--- config.mk ---
export PLATFORM = sky130hd
export DESIGN_NAME = scm_march_bist_ctrl
export DESIGN_NICKNAME = d
export VERILOG_FILES = /design/src/rtl/scm_bist_pkg.sv /design/src/rtl/scm_march_bist_ctrl.sv
export SDC_FILE = /design/constraint.sdc
export NUM_CORES = 1
export LEC_CHECK = 0
export CORE_UTILIZATION = 51
export CTS_CLUSTER_DIAMETER = 120
export CTS_CLUSTER_SIZE = 30
export DETAILED_ROUTE_END_ITERATION = 8
export PLACE_DENSITY_LB_ADDON = 0.1
export SLEW_MARGIN = 20
export SYNTH_ARGS = -nofsm -noshare
export SYNTH_HDL_FRONTEND = slang
export SYNTH_SLANG_ARGS = --single-unit
--- constraint.sdc ---
create_clock -name clk -period 4.8 [get_ports clk]
set_input_delay 0.72 -clock clk [delete_from_list [all_inputs] [get_ports clk]]
set_output_delay 0.72 -clock clk [all_outputs]
set_load 0.005 [all_outputs]
--- src/rtl/scm_bist_pkg.sv ---
// Shared types for the March C- register-file BIST controller: FSM states,
// march element table and background constants.
package scm_bist_pkg;

  typedef enum logic [1:0] {
    ST_IDLE,
    ST_RUN,
    ST_DRAIN,
    ST_DONE
  } bist_state_e;

  typedef struct packed {
    logic down;    // address order N-1..0
    logic has_rd;  // element starts with a read
    logic has_wr;  // element ends with a write
    logic rd_pol;  // read expects D1 (=~D0) when set
    logic wr_pol;  // write uses D1 when set
  } march_elem_t;

  localparam logic [2:0] LAST_ELEM   = 3'd5;
  localparam logic       BG_ZERO     = 1'b0;
  localparam logic       BG_ALT      = 1'b1;
  localparam logic [7:0] BG_ALT_BYTE = 8'h55;

  // March C-: E0 up(w0) E1 up(r0,w1) E2 up(r1,w0) E3 dn(r0,w1) E4 dn(r1,w0) E5 up(r0)
  function automatic march_elem_t march_elem(input logic [2:0] e);
    march_elem_t m;
    case (e)
      3'd0:    m = 5'b0_0_1_0_0;
      3'd1:    m = 5'b0_1_1_0_1;
      3'd2:    m = 5'b0_1_1_1_0;
      3'd3:    m = 5'b1_1_1_0_1;
      3'd4:    m = 5'b1_1_1_1_0;
      3'd5:    m = 5'b0_1_0_0_0;
      default: m = '0;
    endcase
    return m;
  endfunction

endpackage

--- src/rtl/scm_march_bist_ctrl.sv ---
// March C- BIST controller for a latch register file: two backgrounds, 20N ops back to back.
// done/busy-low 20N+2 cycles after start; start is ignored while busy (no other backpressure).
module scm_march_bist_ctrl
  import scm_bist_pkg::*;
#(
  parameter int ADDR_WIDTH = 5,
  parameter int DATA_WIDTH = 32,
  parameter int NUM_BYTE   = DATA_WIDTH / 8
) (
  input  logic                  clk,
  input  logic                  rst,
  input  logic                  start,
  output logic                  busy,
  output logic                  done,
  output logic                  pass,
  output logic [ADDR_WIDTH-1:0] fail_addr,
  output logic [2:0]            fail_elem,
  output logic                  fail_bg,
  output logic                  BIST,
  output logic                  CSN_T,
  output logic                  WEN_T,
  output logic [ADDR_WIDTH-1:0] A_T,
  output logic [DATA_WIDTH-1:0] D_T,
  output logic [NUM_BYTE-1:0]   BE_T,
  input  logic [DATA_WIDTH-1:0] Q_T
);

  localparam logic [ADDR_WIDTH-1:0] ADDR_MAX = '1;

  function automatic logic [DATA_WIDTH-1:0] bg_pat(input logic b);
    logic [DATA_WIDTH-1:0] p;
    for (int i = 0; i < DATA_WIDTH; i++) p[i] = b & BG_ALT_BYTE[i[2:0]];
    return p;
  endfunction

  bist_state_e           state;
  logic [2:0]            elem;
  logic                  bg;
  logic [ADDR_WIDTH-1:0] addr;
  logic                  ph;
  logic                  pass_flag;

  logic                  rd_vld;
  logic [DATA_WIDTH-1:0] rd_exp;
  logic [ADDR_WIDTH-1:0] rd_addr;
  logic [2:0]            rd_elem;
  logic                  rd_bg;

  march_elem_t           cur_info, nxt_info;
  logic [2:0]            nxt_elem;
  logic                  nxt_bg, nxt_ph, nxt_rd, wrap, cur_last, cur_rd, miscmp;
  logic [ADDR_WIDTH-1:0] nxt_addr;
  logic [DATA_WIDTH-1:0] cur_exp, nxt_wdat;

  // (elem, bg, addr, ph) names the operation currently on the test port
  always_comb begin
    cur_info = march_elem(elem);
    cur_rd   = cur_info.has_rd && !ph;
    cur_exp  = bg_pat(bg) ^ {DATA_WIDTH{cur_info.rd_pol}};
    cur_last = (bg == BG_ALT) && (elem == LAST_ELEM) && (addr == ADDR_MAX);
    nxt_elem = elem;
    nxt_bg   = bg;
    nxt_addr = addr;
    nxt_ph   = 1'b0;
    wrap     = 1'b0;
    if (cur_info.has_rd && cur_info.has_wr && !ph) begin
      nxt_ph = 1'b1;
    end else if (cur_info.down ? (addr == '0) : (addr == ADDR_MAX)) begin
      wrap = 1'b1;
      if (elem == LAST_ELEM) begin
        nxt_elem = 3'd0;
        nxt_bg   = BG_ALT;
      end else begin
        nxt_elem = elem + 3'd1;
      end
    end else begin
      nxt_addr = cur_info.down ? addr - 1'b1 : addr + 1'b1;
    end
    nxt_info = march_elem(nxt_elem);
    if (wrap) nxt_addr = nxt_info.down ? ADDR_MAX : '0;
    nxt_rd   = nxt_info.has_rd && !nxt_ph;
    nxt_wdat = bg_pat(nxt_bg) ^ {DATA_WIDTH{nxt_info.wr_pol}};
    miscmp   = rd_vld && (Q_T != rd_exp);
  end

  always_ff @(posedge clk) begin
    if (rst) begin
      state     <= ST_IDLE;
      elem      <= 3'd0;
      bg        <= BG_ZERO;
      addr      <= '0;
      ph        <= 1'b0;
      pass_flag <= 1'b0;
      busy      <= 1'b0;
      done      <= 1'b0;
      pass      <= 1'b0;
      fail_addr <= '0;
      fail_elem <= 3'd0;
      fail_bg   <= 1'b0;
      BIST      <= 1'b0;
      CSN_T     <= 1'b1;
      WEN_T     <= 1'b1;
      A_T       <= '0;
      D_T       <= '0;
      BE_T      <= '0;
      rd_vld    <= 1'b0;
      rd_exp    <= '0;
      rd_addr   <= '0;
      rd_elem   <= 3'd0;
      rd_bg     <= 1'b0;
    end else begin
      done   <= 1'b0;
      rd_vld <= 1'b0;
      if (miscmp && pass_flag) begin
        pass_flag <= 1'b0;
        fail_addr <= rd_addr;
        fail_elem <= rd_elem;
        fail_bg   <= rd_bg;
      end
      unique case (state)
        ST_IDLE: begin
          if (start) begin
            state     <= ST_RUN;
            busy      <= 1'b1;
            BIST      <= 1'b1;
            elem      <= 3'd0;
            bg        <= BG_ZERO;
            addr      <= '0;
            ph        <= 1'b0;
            pass_flag <= 1'b1;
            fail_addr <= '0;
            fail_elem <= 3'd0;
            fail_bg   <= 1'b0;
            CSN_T     <= 1'b0;
            WEN_T     <= 1'b0;
            A_T       <= '0;
            D_T       <= bg_pat(BG_ZERO);
            BE_T      <= '1;
          end
        end
        ST_RUN: begin
          rd_vld  <= cur_rd;
          rd_exp  <= cur_exp;
          rd_addr <= addr;
          rd_elem <= elem;
          rd_bg   <= bg;
          if (cur_last) begin
            state <= ST_DRAIN;
            CSN_T <= 1'b1;
            WEN_T <= 1'b1;
            A_T   <= '0;
            D_T   <= '0;
            BE_T  <= '0;
          end else begin
            elem  <= nxt_elem;
            bg    <= nxt_bg;
            addr  <= nxt_addr;
            ph    <= nxt_ph;
            CSN_T <= 1'b0;
            WEN_T <= nxt_rd;
            A_T   <= nxt_addr;
            D_T   <= nxt_rd ? '0 : nxt_wdat;
            BE_T  <= '1;
          end
        end
        ST_DRAIN: begin
          // last E5 read is compared this cycle, so fold it into the reported result
          state <= ST_DONE;
          busy  <= 1'b0;
          BIST  <= 1'b0;
          done  <= 1'b1;
          pass  <= pass_flag && !miscmp;
        end
        ST_DONE: state <= ST_IDLE;
        default: state <= ST_IDLE;
      endcase
    end
  end

endmodule

Yosys cells after proc, flatten, opt, wreduce, memory -nomap -nowiden
Cells that the tools add are included.
{"block": "totals", "register_bits": 110, "inputBits": 35, "output_inout_bits": 56, "word_cells": 128}
{"block": "op_classes", "addsub": 3, "n_eq_ne": 18, "mux": 59, "bitwise": 3, "n_reduce_logical": 23}
{"cell": "$mux W32", "n": 3}
{"cell": "$pmux W32 S2", "n": 1}
{"cell": "$xor A31 B32 Y32", "n": 2}
{"cell": "$pmux W5 S6", "n": 2}
{"cell": "$mux W5", "n": 11}
{"cell": "$ne A32 B32 Y1", "n": 1}
{"cell": "$mux W3", "n": 8}
{"cell": "$mux W1", "n": 20}
{"cell": "$pmux W5 S2", "n": 2}
{"cell": "$eq A3 B2 Y1 const B", "n": 4}
{"cell": "$eq A3 B3 Y1 const B", "n": 4}
{"cell": "$pmux W1 S2", "n": 5}
{"cell": "$logic_and A1 B1 Y1", "n": 9}
{"cell": "$mux W4", "n": 2}
{"cell": "$pmux W2 S4", "n": 1}
{"cell": "$pmux W4 S2", "n": 1}
{"cell": "$eq A3 B1 Y1 const B", "n": 2}
{"cell": "$logic_not A3 Y1", "n": 2}
{"cell": "$ne A2 B2 Y1 const B", "n": 3}
{"cell": "$pmux W3 S2", "n": 1}
{"cell": "$reduce_and A2 Y1", "n": 3}
{"cell": "$add A5 B1 Y5 const B", "n": 1}
{"cell": "$eq A5 B5 Y1 const B", "n": 1}
{"cell": "$logic_not A5 Y1", "n": 1}
{"cell": "other kinds (11)", "n": 16}

Depth between registers and ports, before layout
{"block": "logic_depth", "ltp_word": 11, "depth_mapped": 12, "depth_no_buf": 10}

Worst setup path after synthesis
Ideal clock, no wire load.
{"block": "synth_timing", "path_type": "register -> register", "from": "register elem[0]", "to": "register addr[4]", "setup_ns": 0.071, "arrival_ns": 2.473, "t_required_ns": 4.729, "setup_slack_ns": 2.256, "path_stages_with_launch": 13, "n_path_buf": 2, "synth_period_minus_slack_ns": 2.544, "cell_sequence": "dfxtp_1 -> buf_4 -> nor3b_1 -> or2_0 -> clkbuf_1 -> inv_1 -> fa_1 -> nand2b_1 -> a21oi_1 -> o21a_1 -> a21oi_1 -> a311o_1 -> a21oi_1"}
{"block": "synth_between", "elab_chain_len": 11, "elab_cells_between_ends": 34, "cone_classes": "add/sub: 1; eq/ne: 11; mux: 15; reduce/logical: 7"}
{"element": "start: declaration", "line": "scm_march_bist_ctrl.sv:37", "source": "logic [2:0] elem;"}
{"element": "start signal: assignment", "line": "scm_march_bist_ctrl.sv:155", "source": "elem <= nxt_elem;"}
{"element": "$eq A3 B3 Y1 (tied with other cells)", "line": "scm_bist_pkg.sv:28, scm_march_bist_ctrl.sv:60, scm_march_bist_ctrl.sv:70"}
{"element": "$pmux W5 S6", "line": "scm_bist_pkg.sv:28", "source": "case (e)"}
{"element": "$mux W1 or $logic_and A1 B1 Y1 (tied branches)", "line": "scm_march_bist_ctrl.sv:68, scm_march_bist_ctrl.sv:66"}
{"element": "$mux W3 or $logic_and A1 B1 Y1 (tied branches)", "line": "scm_march_bist_ctrl.sv:68, scm_march_bist_ctrl.sv:66"}
{"element": "$mux W3", "line": "scm_march_bist_ctrl.sv:66", "source": "if (cur_info.has_rd && cur_info.has_wr && !ph) begin"}
{"element": "$eq A3 B3 Y1 (tied with other cells)", "line": "scm_bist_pkg.sv:28"}
{"element": "$pmux W5 S6", "line": "scm_bist_pkg.sv:28"}
{"element": "$mux W5 (2 in a row)", "line": "scm_march_bist_ctrl.sv:80", "source": "if (wrap) nxt_addr = nxt_info.down ? ADDR_MAX : '0;"}
{"element": "$mux W5", "line": "scm_march_bist_ctrl.sv:147", "source": "if (cur_last) begin"}
{"element": "$pmux W5 S2", "line": "scm_march_bist_ctrl.sv:120", "source": "unique case (state)"}
{"element": "end signal: assignment", "line": "scm_march_bist_ctrl.sv:157", "source": "addr <= nxt_addr;"}
{"element": "end: declaration", "line": "scm_march_bist_ctrl.sv:39", "source": "logic [ADDR_WIDTH-1:0] addr;"}
Parallel ways exist; a longest one is shown, timed or not. The select of a mux whose other input is x is not followed.
A chain may end at the register's enable or synchronous reset.

Worst setup path in the final report
{"block": "layout_timing", "from": "register elem[2]", "to": "register A_T[4]"}
{"block": "layout_between", "elab_chain_len": 11, "elab_cells_between_ends": 32, "cone_classes": "add/sub: 1; eq/ne: 10; mux: 15; reduce/logical: 6"}
{"element": "$eq A3 B3 Y1 (tied with other cells)", "line": "scm_bist_pkg.sv:28, scm_march_bist_ctrl.sv:60, scm_march_bist_ctrl.sv:70"}
{"element": "$pmux W5 S6", "line": "scm_bist_pkg.sv:28"}
{"element": "$mux W1 or $logic_and A1 B1 Y1 (tied branches)", "line": "scm_march_bist_ctrl.sv:68, scm_march_bist_ctrl.sv:66"}
{"element": "$mux W3 or $logic_and A1 B1 Y1 (tied branches)", "line": "scm_march_bist_ctrl.sv:68, scm_march_bist_ctrl.sv:66"}
{"element": "$mux W3", "line": "scm_march_bist_ctrl.sv:66"}
{"element": "$eq A3 B3 Y1 (tied with other cells)", "line": "scm_bist_pkg.sv:28"}
{"element": "$pmux W5 S6", "line": "scm_bist_pkg.sv:28"}
{"element": "$mux W5 (2 in a row)", "line": "scm_march_bist_ctrl.sv:80"}
{"element": "$mux W5 *", "line": "scm_march_bist_ctrl.sv:147"}
{"element": "$pmux W5 S2 *", "line": "scm_march_bist_ctrl.sv:120"}
{"element": "end signal: assignment", "line": "scm_march_bist_ctrl.sv:161", "source": "A_T <= nxt_addr;"}
{"element": "end: declaration", "line": "scm_march_bist_ctrl.sv:22", "source": "output logic [ADDR_WIDTH-1:0] A_T,"}
Every way passes the cells marked *; elsewhere a longest branch is shown, timed or not.

==> impl_summary.log <==
[metrics] floorplan core area: between 5000 and 6000 sq um
[metrics] root cell of the clock tree: sky130_fd_sc_hd__clkbuf_8
[metrics] Final HPWL DP: 5060 um
[metrics] via count of the first global-routing pass: around 2,300
[metrics] Setup Buffers After CTS: 0
[metrics] worst r2r dst: A_T[4]
[metrics] number of fill cells: about 480
[metrics] latest clock arrival within the worst-skew pair: roughly 0.31 ns
[metrics] fraction of post-synthesis cell area in the top cell type by area: 31.9%
[metrics] most prevalent standard cell on the critical path: sky130_fd_sc_hd__a21oi_1
[metrics] Post-Syn Instances: 364
[metrics] post-route DRC violation count: 0
[metrics] clock-pin slew reported for the worst setup and hold paths after clock tree synthesis: approximately 0.10 ns
[metrics] Max Cap Violations: 0
[metrics] Min Clock Period, post-route: roughly 3.2 ns
[metrics] antenna-violating nets left: 0
[metrics] unrepaired setup endpoints after global routing: false
[metrics] vias after detailed routing: around 2,700
[metrics] number of primary I/O pins: roughly 90
[metrics] sequential cell area in the final layout: about 940 sq um
[metrics] cell chain of the critical path: nor3b_1, or2_0, inv_1, fa_1, nand2b_1, a21oi_1, o21a_1, a21oi_1, a311o_1, a21oi_1
[metrics] Data required, critical path: 5.05 ns
[metrics] Levels on crit path: 10
[metrics] RR Startpoint: elem[2]
[metrics] Min-Delay Path Depth: 2
[metrics] core utilization of the finished layout: between 60% and 70%
[metrics] internal reg-to-reg setup slack: 1.62 ns
[metrics] number of antenna violations at the first check in global routing: 0
[metrics] sum of negative setup slack: 0 ns
[metrics] Worst Path Arrival: 3.44 ns
[metrics] layout-stage area growth over the synthesis result: 25.6%
[metrics] worst slew pin tran: roughly 0.91 ns
[metrics] hold worst-path end: A_T[3]
[metrics] global route overflow: 0
[metrics] primary flip-flop cell chosen by synthesis mapping: sky130_fd_sc_hd__dfxtp_1
[metrics] pin count of the biggest net entering global routing: 26
[metrics] number of register bits inferred by synthesis: 47
[metrics] Peak VDD IR: ~0.28 mV
[metrics] crit end category: flip-flop
[metrics] outcome: finished, final reports clean
[metrics] number of placement rows: 27
[metrics] cell area after technology mapping: about 2900 sq um
[metrics] relative slew slack: approximately 39%
[metrics] DIE AREA: ~6000 sq um
[metrics] async set or reset register ratio after synthesis: 0%
[metrics] wire length of the first global-routing pass: 11,100 um
[metrics] count of different cell masters after synthesis: 58
[metrics] Area contributors post-synth: sky130_fd_sc_hd__dfxtp_1 (32%), sky130_fd_sc_hd__buf_4 (8.9%), sky130_fd_sc_hd__mux2i_1 (6.1%)
[metrics] Yosys warning total: 0
[metrics] CP Buf/Inv Count: 1
[metrics] Max Slew Vio Count: 0
[metrics] kind of cell with the highest combined delay on the critical path: compound AO/OA/AOI/OAI gates
[metrics] worst setup path class: flip-flop to flip-flop
[metrics] number of DRC markers in iteration 0: ~260
[metrics] Port Buffers: 90
[metrics] total track usage: approximately 23%
[metrics] final hold violation count: 0
[metrics] average via count per standard cell: 5.63
[metrics] maximum root-to-sink buffer count: 2
[metrics] x dimension of the die: ~80 um
[metrics] effective utilization at floorplan: a little over half
[metrics] H-tree levels: 2
[metrics] Hold Crit Start: A_T[3]
[metrics] leakage power: between 1 and 1.5 nW
[metrics] Multi-input gate area: between 1500 and 2000 sq um
[metrics] register area share after synthesis: a little under a third
[metrics] post-route clock period utilization: between 60% and 70%
[metrics] worst min path class: flip-flop to flip-flop
[metrics] WL/cell: 14.4 um
[metrics] number of setup violations in the final report: 0
[metrics] nature of the critical path startpoint: flip-flop
[metrics] Max Fanout on Critical Path: 17
[metrics] height of the die: a little under 80 um
[metrics] number of flops mapped to enable cells by yosys: 0
[metrics] average footprint of a synthesized cell: 8.09 sq um
[metrics] Post-Route Skew: 0.0104 ns
[metrics] CTS sink cnt: 47
[metrics] post_cts resized: 0
[metrics] total power divided by cell area: ~300 nW/um^2
[metrics] hold buffer count at CTS: 0
[metrics] CP max stage delay: 0.67 ns
[metrics] net count reported at finish: around 450
[metrics] TritonCTS clock tree: yes
[metrics] most area-hungry cell type in the Yosys netlist: sky130_fd_sc_hd__dfxtp_1
[metrics] wire length after detailed routing: between 6000 and 7000 um
[metrics] proportion of layout cells with a drive suffix above 1: roughly 5.1%
[metrics] maximum frequency from static timing analysis: around 310 MHz
[metrics] Antenna Diode Count: 0
[metrics] slowest CP cell: sky130_fd_sc_hd__dfxtp_1
[metrics] gpl congestion: roughly 0.87
[metrics] number of cells on the worst reg-to-reg path: 10
[metrics] clock buffers created by TritonCTS: 5
[metrics] number of detailed-routing iterations run before antenna repair: 4
[metrics] Post-Synthesis Net Count: between 400 and 500
worst min-delay path, stage by stage, from the launching register on:
cell and delay (ns):
sky130_fd_sc_hd__dfxtp_1 0.32, sky130_fd_sc_hd__nand2_1 0.05, sky130_fd_sc_hd__a21oi_1 0.05
cells in the final DEF (no fill, tap or decap), types with 3 or more instances in the layout:
cell type,netlist,layout
sky130_fd_sc_hd__a22oi_1,3,3
sky130_fd_sc_hd__o21ai_0,9,9
sky130_fd_sc_hd__inv_1,11,11
sky130_fd_sc_hd__clkbuf_8,0,5
sky130_fd_sc_hd__nand2b_1,8,8
sky130_fd_sc_hd__a21oi_1,28,28
sky130_fd_sc_hd__and3_1,3,3
sky130_fd_sc_hd__nor2b_1,3,3
sky130_fd_sc_hd__or3_1,6,6
sky130_fd_sc_hd__mux2i_1,18,18
sky130_fd_sc_hd__clkdlybuf4s50_1,0,90
sky130_fd_sc_hd__a311o_1,3,3
sky130_fd_sc_hd__nor3_1,6,6
sky130_fd_sc_hd__nor4_1,4,4
sky130_fd_sc_hd__ha_1,7,7
sky130_fd_sc_hd__xnor2_1,4,4
sky130_fd_sc_hd__nand2_1,29,29
sky130_fd_sc_hd__or4_1,4,4
sky130_fd_sc_hd__nand3_1,13,13
sky130_fd_sc_hd__a211oi_1,4,4
sky130_fd_sc_hd__dfxtp_1,47,47
sky130_fd_sc_hd__a21o_1,3,3
sky130_fd_sc_hd__nor2_1,46,46
sky130_fd_sc_hd__nand4_1,7,7
synth_stat cells, types with 3 or more instances:
| cell type | number |
|---|---|
| sky130_fd_sc_hd__ha_1 | 7 |
| sky130_fd_sc_hd__or3_1 | 6 |
| sky130_fd_sc_hd__or4_1 | 4 |
| sky130_fd_sc_hd__nor2_1 | 46 |
| sky130_fd_sc_hd__buf_4 | 35 |
| sky130_fd_sc_hd__inv_1 | 11 |
| sky130_fd_sc_hd__a21oi_1 | 28 |
| sky130_fd_sc_hd__clkbuf_1 | 9 |
| sky130_fd_sc_hd__and3_1 | 3 |
| sky130_fd_sc_hd__dfxtp_1 | 47 |
| sky130_fd_sc_hd__mux2i_1 | 18 |
| sky130_fd_sc_hd__a21o_1 | 3 |
| sky130_fd_sc_hd__o21ai_0 | 9 |
| sky130_fd_sc_hd__xnor2_1 | 4 |
| sky130_fd_sc_hd__nor4_1 | 4 |
| sky130_fd_sc_hd__nand4_1 | 7 |
| sky130_fd_sc_hd__nand2b_1 | 8 |
| sky130_fd_sc_hd__a211oi_1 | 4 |
| sky130_fd_sc_hd__nand3_1 | 13 |
| sky130_fd_sc_hd__a311o_1 | 3 |
| sky130_fd_sc_hd__nor2b_1 | 3 |
| sky130_fd_sc_hd__nor3_1 | 6 |
| sky130_fd_sc_hd__buf_2 | 6 |
| sky130_fd_sc_hd__buf_1 | 5 |
| sky130_fd_sc_hd__a22oi_1 | 3 |
| sky130_fd_sc_hd__nand2_1 | 29 |
state kept, by name, summed over array words and instances (netlist names), 3 cells and up:
signal / flops
fail_addr: 5
A_T: 5
elem: 3
fail_elem: 3
rd_elem: 3
rd_addr: 5
addr: 5
layer usage:
metal	routed length, um	global-route usage (%)
met3	404	4.30
met2	3330	39.2
met1	3150	29.1
met5	0	0
met4	55	5.00
worst max path at each step:
stage | start | endpoint | slack, ns
5_1_grt | elem[2] | addr[4] | 1.28
4_1_cts | Q_T[21] | fail_elem[2] | 1.58
2_1_floorplan | elem[0] | addr[4] | 2.26
6_report | elem[2] | A_T[4] | 1.62
3_5_place_dp | Q_T[21] | fail_elem[2] | 1.26
3_3_place_gp | Q_T[21] | fail_addr[2] | 1.38
kinds of logic after synthesis:
logic type,Yosys count,synth area share [%]
and+or+nand+nor,142,24.2
AOI/OAI and AO/OA,76,18.6
buffers and inverters,67,13.5
DFF,47,31.9
muxes,19,6.62
adders and majority gates,8,3.65
xor gates and xnor gates,5,1.49
report_power, final:
part | leakage (nW) | total, W | switching (W) | internal (W)
clock | 0.0467 | 0.000258 | 0.000150 | 0.000108
sequential | 0.381 | 0.000463 | 0.0000349 | 0.000429
combinational | 0.917 | 0.000417 | 0.000223 | 0.000193
total | 1.34 | 0.00114 | 0.000408 | 0.000730
stage by stage:
| step | worst slack [ns] | total power, W | hold slack, ns | cell area, sq um | instances |
|---|---|---|---|---|---|
| finish | 1.62 | 0.00114 | 0.465 | 3700 | 481 |
| CTS | 1.58 | 0.00114 | 0.466 | 3690 | 480 |
| detailed placement | 1.26 | 0.000889 | 0.450 | 3600 | 472 |
| floorplan | 2.26 | 0.000739 | 0.448 | 2950 | 364 |
| global route | 1.28 | 0.00121 | 0.486 | 3700 | 481 |
| global placement | 1.38 | 0.000879 | 0.443 | 3600 | 472 |
area by class of cell:
type                    instances  share of cell area (%)
inverters                      11                    1.12
clock inverters                 3                   0.744
well taps                      72                    2.43
repair buffers                 93                    25.0
flip-flops and latches         47                    25.4
multi-input cells             250                    43.5
clock buffers                   5                    1.86
No activity file was read; power rests on OpenSTA's default activity.
